<file path="config.mk">
export PLATFORM = sky130hd
export DESIGN_NAME = mem_loader
export DESIGN_NICKNAME = d
export VERILOG_FILES = /design/src/rtl/mem_loader_pkg.sv /design/src/rtl/mem_loader.sv
export SDC_FILE = /design/constraint.sdc
export NUM_CORES = 1
export LEC_CHECK = 0
export ABC_AREA = 1
export BUFFER_PORTS_ARGS = -buffer_cell sky130_fd_sc_hd__buf_4
export CAP_MARGIN = 10
export CORE_MARGIN = 3
export CORE_UTILIZATION = 45
export DETAILED_ROUTE_END_ITERATION = 12
export SLEW_MARGIN = 40
export SYNTH_ARGS = -nofsm -noshare
export SYNTH_HDL_FRONTEND = slang
export SYNTH_SLANG_ARGS = --single-unit
export TNS_END_PERCENT = 20
</file>
<file path="constraint.sdc">
create_clock -name clk -period 4.6 [get_ports clk]
set_input_delay 0.92 -clock clk [delete_from_list [all_inputs] [get_ports clk]]
set_output_delay 0.92 -clock clk [all_outputs]
set_load 0.03 [all_outputs]
</file>
<file path="src/rtl/mem_loader_pkg.sv">
// Shared types for the boot-time frame loader.
// Parser states and frame field order.
package mem_loader_pkg;

  // Frame field order, in arrival order
  typedef enum logic [3:0] {
    S_IM_LEN_HI = 4'd0,
    S_IM_LEN_LO = 4'd1,
    S_IM_DATA   = 4'd2,
    S_DM_LEN_HI = 4'd3,
    S_DM_LEN_LO = 4'd4,
    S_DM_DATA   = 4'd5,
    S_CSUM      = 4'd6,
    S_DONE      = 4'd7,
    S_ERR       = 4'd8
  } ld_state_t;

  // Every state before DONE consumes stream bytes
  function automatic logic is_parse(ld_state_t s);
    return (s != S_DONE) && (s != S_ERR);
  endfunction

endpackage

</file>
<file path="src/rtl/mem_loader.sv">
// Boot loader: parses a framed byte stream into IM/DM
// writes, checks the checksum, then releases the processor.
// Ports: clk, rst_n (sync, active low), rx_data/rx_valid/
// rx_ready stream in, reload, mem_addr/mem_wdata/im_wr/
// dm_wr write port, proc_run, load_err.
module mem_loader
  import mem_loader_pkg::*;
#(
  parameter int ADDR_W   = 16,
  parameter int IM_DEPTH = 256,
  parameter int DM_DEPTH = 4096
) (
  input  logic              clk,
  input  logic              rst_n,
  input  logic [7:0]        rx_data,
  input  logic              rx_valid,
  output logic              rx_ready,
  input  logic              reload,
  output logic [ADDR_W-1:0] mem_addr,
  output logic [7:0]        mem_wdata,
  output logic              im_wr,
  output logic              dm_wr,
  output logic              proc_run,
  output logic              load_err
);

  // One extra bit so a full 2^ADDR_W block cannot wrap
  localparam int CNT_W = ADDR_W + 1;

  ld_state_t         state_q, state_d;
  logic [7:0]        len_hi_q, len_hi_d;
  logic [15:0]       len_q, len_d;
  logic [CNT_W-1:0]  cnt_q, cnt_d;
  logic [7:0]        csum_q, csum_d;
  logic [ADDR_W-1:0] addr_q, addr_d;
  logic [7:0]        wdata_q, wdata_d;
  logic              im_wr_q, im_wr_d;
  logic              dm_wr_q, dm_wr_d;
  logic              run_q, run_d;
  logic              err_q, err_d;
  logic              rdy_q;

  logic              accept;
  logic [15:0]       len_new;
  logic              last;

  // rdy_q keeps rx_ready low through the reset cycle
  assign rx_ready = rdy_q & is_parse(state_q);
  assign accept   = rx_valid & rx_ready;
  assign len_new  = {len_hi_q, rx_data};
  assign last     = (32'(cnt_q) + 32'd1) == 32'(len_q);

  always_comb begin
    state_d  = state_q;
    len_hi_d = len_hi_q;
    len_d    = len_q;
    cnt_d    = cnt_q;
    csum_d   = csum_q;
    addr_d   = addr_q;
    wdata_d  = wdata_q;
    im_wr_d  = 1'b0;
    dm_wr_d  = 1'b0;

    if (accept && state_q != S_CSUM)
      csum_d = csum_q + rx_data;

    unique case (state_q)
      S_IM_LEN_HI, S_DM_LEN_HI: begin
        if (accept) begin
          len_hi_d = rx_data;
          state_d  = (state_q == S_IM_LEN_HI)
                   ? S_IM_LEN_LO : S_DM_LEN_LO;
        end
      end
      S_IM_LEN_LO: begin
        if (accept) begin
          len_d = len_new;
          cnt_d = '0;
          if (32'(len_new) > 32'(IM_DEPTH))
            state_d = S_ERR;
          else if (len_new == 16'd0)
            state_d = S_DM_LEN_HI;
          else
            state_d = S_IM_DATA;
        end
      end
      S_DM_LEN_LO: begin
        if (accept) begin
          len_d = len_new;
          cnt_d = '0;
          if (32'(len_new) > 32'(DM_DEPTH))
            state_d = S_ERR;
          else if (len_new == 16'd0)
            state_d = S_CSUM;
          else
            state_d = S_DM_DATA;
        end
      end
      S_IM_DATA, S_DM_DATA: begin
        if (accept) begin
          addr_d  = cnt_q[ADDR_W-1:0];
          wdata_d = rx_data;
          cnt_d   = cnt_q + CNT_W'(1);
          if (state_q == S_IM_DATA) begin
            im_wr_d = 1'b1;
            if (last) state_d = S_DM_LEN_HI;
          end else begin
            dm_wr_d = 1'b1;
            if (last) state_d = S_CSUM;
          end
        end
      end
      S_CSUM: begin
        if (accept)
          state_d = (rx_data == csum_q) ? S_DONE : S_ERR;
      end
      S_DONE, S_ERR: begin
        if (reload) begin
          state_d = S_IM_LEN_HI;
          csum_d  = '0;
        end
      end
      default: state_d = S_IM_LEN_HI;
    endcase

    // Registered off DONE so the last dm_wr lands first
    run_d = (state_q == S_DONE) && !reload;
    err_d = (state_d == S_ERR);
  end

  always_ff @(posedge clk) begin
    if (!rst_n) begin
      state_q  <= S_IM_LEN_HI;
      len_hi_q <= '0;
      len_q    <= '0;
      cnt_q    <= '0;
      csum_q   <= '0;
      addr_q   <= '0;
      wdata_q  <= '0;
      im_wr_q  <= 1'b0;
      dm_wr_q  <= 1'b0;
      run_q    <= 1'b0;
      err_q    <= 1'b0;
      rdy_q    <= 1'b0;
    end else begin
      state_q  <= state_d;
      len_hi_q <= len_hi_d;
      len_q    <= len_d;
      cnt_q    <= cnt_d;
      csum_q   <= csum_d;
      addr_q   <= addr_d;
      wdata_q  <= wdata_d;
      im_wr_q  <= im_wr_d;
      dm_wr_q  <= dm_wr_d;
      run_q    <= run_d;
      err_q    <= err_d;
      rdy_q    <= 1'b1;
    end
  end

  assign mem_addr  = addr_q;
  assign mem_wdata = wdata_q;
  assign im_wr     = im_wr_q;
  assign dm_wr     = dm_wr_q;
  assign proc_run  = run_q;
  assign load_err  = err_q;

endmodule
</file>
**Word-level counts from Yosys, hierarchy flattened**

Cells that the tools add are included.

- Reductions and logical operators: 16
- Order comparisons: 2
- Mux-type cells: 25
- Bitwise operators: 2
- Eq/ne operators: 16
- Add/sub/neg operators: 3

Operators with widths:

| cell | number |
|---|---|
| 4-bit two-way mux | 12 |
| 17-bit two-way mux | 2 |
| 17-bit case mux with 2 select lines | 1 |
| 8-bit two-way mux | 3 |
| 4-bit case mux with 6 select lines | 1 |
| 17-bit by 1-bit adder with 18-bit output, second input constant | 1 |
| 18-bit by 16-bit equality test with 1-bit output | 1 |
| 17-bit by 1-bit adder with 17-bit output, second input constant | 1 |
| 4-bit by 3-bit equality test with 1-bit output, second input constant | 4 |
| 16-bit by 13-bit greater-than comparator with 1-bit output, second input constant | 1 |
| 16-bit by 9-bit greater-than comparator with 1-bit output, second input constant | 1 |
| 16-bit zero test | 1 |
| 8-bit adder | 1 |
| 4-bit by 2-bit equality test with 1-bit output, second input constant | 2 |
| 4-bit equality test, second input constant | 2 |
| 8-bit equality test | 1 |
| 4-bit by 3-bit != test with 1-bit output, second input constant | 2 |
| 2-bit OR reduction | 4 |
| 2-bit AND reduction | 3 |
| 3-bit AND reduction | 2 |
| 4-bit by 1-bit equality test with 1-bit output, second input constant | 1 |
| 4-bit zero test | 1 |
| 1-bit two-way mux | 4 |
| 4-bit != test, second input constant | 1 |
| other kinds (8) | 11 |

- Output and inout port bits: 29
- Logic and storage cells: 76
- Input bits: 12
- Bits in registers: 82

**Logic depth before layout (Yosys ltp)**

- Depth after elaboration: 8
- Gate-level depth with buffers: 15

**Worst setup path after synthesis**

OpenSTA, ideal clock, no wires.

- Path type: input to register
- Start: in rx_data[0]
- End: reg csum_q[6]
- Data arrival time: 2.257 ns
- Path buffers: 0
- Stages on the path: 8
- Slack: 2.223 ns
- Cell sequence: ha_1 > fa_1 > a21oi_1 > o21ai_0 > a21o_1 > a21oi_1 > xor2_1 > a21oi_1

- Cells in the longest elaborated chain, start to end: 4

Ends and longest elaborated chain:

| element | line | source |
|---|---|---|
| start, declared | mem_loader.sv:15 | `input logic [7:0] rx_data,` |
| 8-bit adder * | mem_loader.sv:65 | `csum_d = csum_q + rx_data;` |
| 8-bit two-way mux * | mem_loader.sv:64 | `if (accept && state_q != S_CSUM)` |
| 8-bit two-way mux | mem_loader.sv:118 | `if (reload) begin` |
| 8-bit two-way mux * | mem_loader.sv:67 | `unique case (state_q)` |
| end signal, assigned | mem_loader.sv:150 | `csum_q <= csum_d;` |
| end, declared | mem_loader.sv:34 | `logic [7:0] csum_q, csum_d;` |

Every way passes the cells marked *; elsewhere a longest branch is shown, timed or not.
A chain may end at the register's enable or synchronous reset.

**Worst setup path after layout**

- Start: reg state_q[0]
- End: reg cnt_q[2]

- Cells in the longest elaborated chain, start to end: 6
- Elaborated cells on any way between the ends: 16
- Classes of those cells: 8 x eq/ne; 1 x mux; 2 x bitwise; 5 x reduce/logical

Ends and longest elaborated chain:

| element | line | source |
|---|---|---|
| start, declared | mem_loader.sv:30 | `ld_state_t state_q, state_d;` |
| start signal, assigned | mem_loader.sv:146 | `state_q <= state_d;` |
| 4-bit by 3-bit != test with 1-bit output / 4-bit != test (equally long branches) | mem_loader_pkg.sv:20 | `return (s != S_DONE) && (s != S_ERR);` |
| 1-bit logical AND | mem_loader_pkg.sv:20 |  |
| 1-bit AND | mem_loader.sv:48 | `assign rx_ready = rdy_q & is_parse(state_q);` |
| 1-bit AND | mem_loader.sv:49 | `assign accept = rx_valid & rx_ready;` |
| 2-bit != test (no line) / 2-bit by 1-bit != test with 1-bit output (equally long branches) | -- |  |
| 3-bit AND reduction (no line) | -- |  |
| end signal, assigned | mem_loader.sv:149 | `cnt_q <= cnt_d;` |
| end, declared | mem_loader.sv:33 | `logic [CNT_W-1:0] cnt_q, cnt_d;` |

Several ways; a longest one is shown, not always the timed one.

==> impl_metrics.csv <==
group,metric,value,unit
status,status,"finished, final reports clean",
finish,area_delta_synth_final,13.9,%
place,io_buffer_count,40,
floorplanning,fp.coreArea,8850,um^2
setup_path,crit_arrival,3.20,ns
floorplanning,die_h,102,um
global_route,grt_pass1_wl,17300,um
yosys,yosysSeqAreaShare,39.3,%
timing,fmax,0.337,GHz
drt,highest_layer,"met4",
min_path,hp-class,"flop to flop",
clock_network,cts_resized,0,
clock_network,tritoncts,"yes",
power,power.density,311,nW/um^2
yosys,synthesis.area,4180,um^2
setup_path,crit_top_cell,"nor2_1",
clock_network,clk_pin_slew,0.09,ns
drt,vias,3965,
floorplanning,rows,34,
finish,nets,663,
floorplanning,initial_core_util,47.2,%
power,ir_drop,0.213,mV
timing,finalCritPeriodShare,64.5,%
drt,via_per_inst,5.25,
drt,wl_met1,4880,um
run,cap_violations,0,
power,total_power,1.48,mW
global_route,grt_max_degree,53,
setup_path,crit_chain,"nor2_1, nand3_1, nand3_1, nor2_1, inv_1, nor2_4, buf_4, nor2_4, a21oi_1, nor2_1",
timing,rsz0062_at_grt,"false",
clock_network,cts_setup_buffers,0,
clock_network,clk_latency,0.35,ns
clock_network,tritoncts_num_sinks,82,
yosys,yosys_most_used_dff,"dfxtp_1",
drt,routed_wl,10400,um
clock_network,cts_buffers,9,
power,p_leak,2.07,nW
global_route,grt_use_total,20.9,%
clock_network,cts_hold_buf,0,
setup_path,slowest_delay,0.52,ns
finish,layout-drive-gt1-share,11.6,%
timing,hold_violations,0,
drt,antenna_left,0,
setup_path,crit_required,4.83,ns
clock_network,htree_levels,3,
setup_path,path_max_fanout,40,
global_route,grt_overflow,0,
finish,antenna_cells,0,
drt,firstDrtPassIters,4,
timing,fin_skew,0.00994,ns
place,routabilityCongestion,0.847,
setup_path,critical_path.slowest_cell,"nor2_1",
floorplanning,top_level_ports,41,
yosys,async_flop_share,0,%
yosys,synth-seq-cells,82,
timing,fin_crit,2.96,ns
timing,maxSlewHeadroom,51.1,%
timing,setup_violations,0,
drt,wl_met3,424,um
finish,nFillCells,912,
yosys,yosysWarningCount,0,
clock_network,root_buffer,"clkbuf_8",
setup_path,worstSetupPathType,"flop to flop",
drt,wl_per_cell,13.7,um
yosys,synth.distinct_cells,34,
setup_path,critPathLaunchType,"flop",
yosys,synth_edf_count,0,
timing,worstMarginPinSlew,0.731,ns
timing,finalSetupTns,0,ns
global_route,antenna_found_initial,0,
drt,route.detailed.drc,0,
setup_path,endpoint_kind,"flop",
yosys,syn_inst,609,
clock_network,clockBufferDepth,2,
finish,final_cell_area,4760,um^2
yosys,syn_avg_cell_area,6.86,um^2
floorplanning,die_width,102,um
drt,drt_iter0_drc,123,
place,dp.final_hpwl,7660,um
timing,slew_violations,0,
yosys,syn-num-nets,630,
drt,wl_met2,4990,um
floorplanning,dieArea,10500,um^2
global_route,grt_pass1_vias,3678,
place,placed_cell_area,4530,um^2
-- critical path, delay by kind of cell (launching register included) --
kind                   cells  cell delay (ns)
AO/OA/AOI/OAI              1             0.18
buffers and inverters      2             0.75
flip-flops                 1             0.41
AND/OR/NAND/NOR            7             1.47
-- per-stage QoR --
step	worst slack [ns]	hold slack, ns	utilization (%)	std cells
5_1_grt	1.28	0.503	53.8	755
3_5_place_dp	1.36	0.464	51.2	739
3_3_place_gp	1.48	0.455	51.2	739
4_1_cts	1.65	0.477	53.8	755
2_1_floorplan	2.22	0.441	-	609
6_report	1.64	0.474	53.8	755
-- power by group --
part | switching, mW | internal (mW) | leakage [nW]
Sequential | 0.0124 | 0.730 | 0.665
Combinational | 0.0970 | 0.0528 | 1.29
Clock | 0.268 | 0.321 | 0.112
Total | 0.378 | 1.10 | 2.07
-- kinds of logic (layout without fill, tap and decap cells) --
kind of cell	after synthesis	after routing	synth area share [%]
adders and majority gates	9	9	2.88
DFF	82	82	39.3
xor gates and xnor gates	9	9	2.22
AOI/OAI and AO/OA	145	145	18.1
buffers and inverters	96	134	9.16
and+or+nand+nor	268	268	28.3
-- worst paths after layout --
check                                start  cells past startpoint       end  slack, ns
worst max-delay path            state_q[0]                     10  cnt_q[2]       1.64
worst max register to register  state_q[0]                     10  cnt_q[2]       1.64
worst min-delay path              len_q[4]                      2  len_q[4]       0.47
worst min register to register    len_q[4]                      2  len_q[4]       0.47
-- cells in the mapped netlist (2+ instances only) --
cell type  instances  area [um^2]
nand2_1          110          413
dfxtp_1           82         1640
inv_1             73          274
a21oi_1           70          350
o21ai_0           63          315
nor2_1            61          229
nand3_1           60          300
nand4_1           15         93.8
buf_2              9         45.0
nor3_1             9         45.0
clkbuf_1           8         30.0
ha_1               8          100
xor2_1             5         43.8
nor2_2             4         25.0
nor2_4             4         45.0
buf_4              3         22.5
nand2_2            3         18.8
xnor2_1            3         26.3
a21oi_2            2         17.5
a22oi_1            2         15.0
clkinv_1           2         7.51
-- sequential cells by signal, summed over array words and instances, names as in the netlist --
name,count
csum_q,8
load_err,1
cnt_q,17
state_q,4
len_q,16
mem_addr,16
im_wr,1
proc_run,1
len_hi_q,8
dm_wr,1
mem_wdata,8
rdy_q,1
-- cell usage in the layout, fill, tap and decap left out, drive strengths merged --
cell / synthesis / final
a32oi: 1 / 1
a211oi: 1 / 1
xor2: 5 / 5
a21oi: 72 / 72
dfxtp: 82 / 82
o21ai: 65 / 65
clkbuf: 8 / 10
buf: 12 / 42
o2111ai: 1 / 1
clkinvlp: 0 / 1
bufinv: 0 / 2
ha: 8 / 8
a21o: 1 / 1
or2: 1 / 1
nor2: 69 / 69
nor3: 9 / 9
inv: 74 / 74
xnor2: 3 / 3
clkinv: 2 / 5
nand4: 15 / 15
xnor3: 1 / 1
nor4: 1 / 1
o211ai: 1 / 1
a22oi: 2 / 2
a31oi: 1 / 1
fa: 1 / 1
nand2: 113 / 113
nand3: 60 / 60
-- per-layer routing --
metal | global-route usage (%) | up-vias
met4 | 4.34 | 0
li1 | - | 2088
met2 | 36.0 | 63
met3 | 4.64 | 8
met5 | 0 | -
met1 | 26.8 | 1806
-- area by class of cell --
type                       count  area, um^2  area share (%)
multi-input combinational    431        2150            45.3
sequential                    82        1640            34.5
timing repair buffer          42         315            6.63
inverter                      76         285            6.00
clock buffer                  10         138            2.89
tap                          108         135            2.84
clock inverter                 6        90.1            1.89
Power figures use the tool's default switching activity.
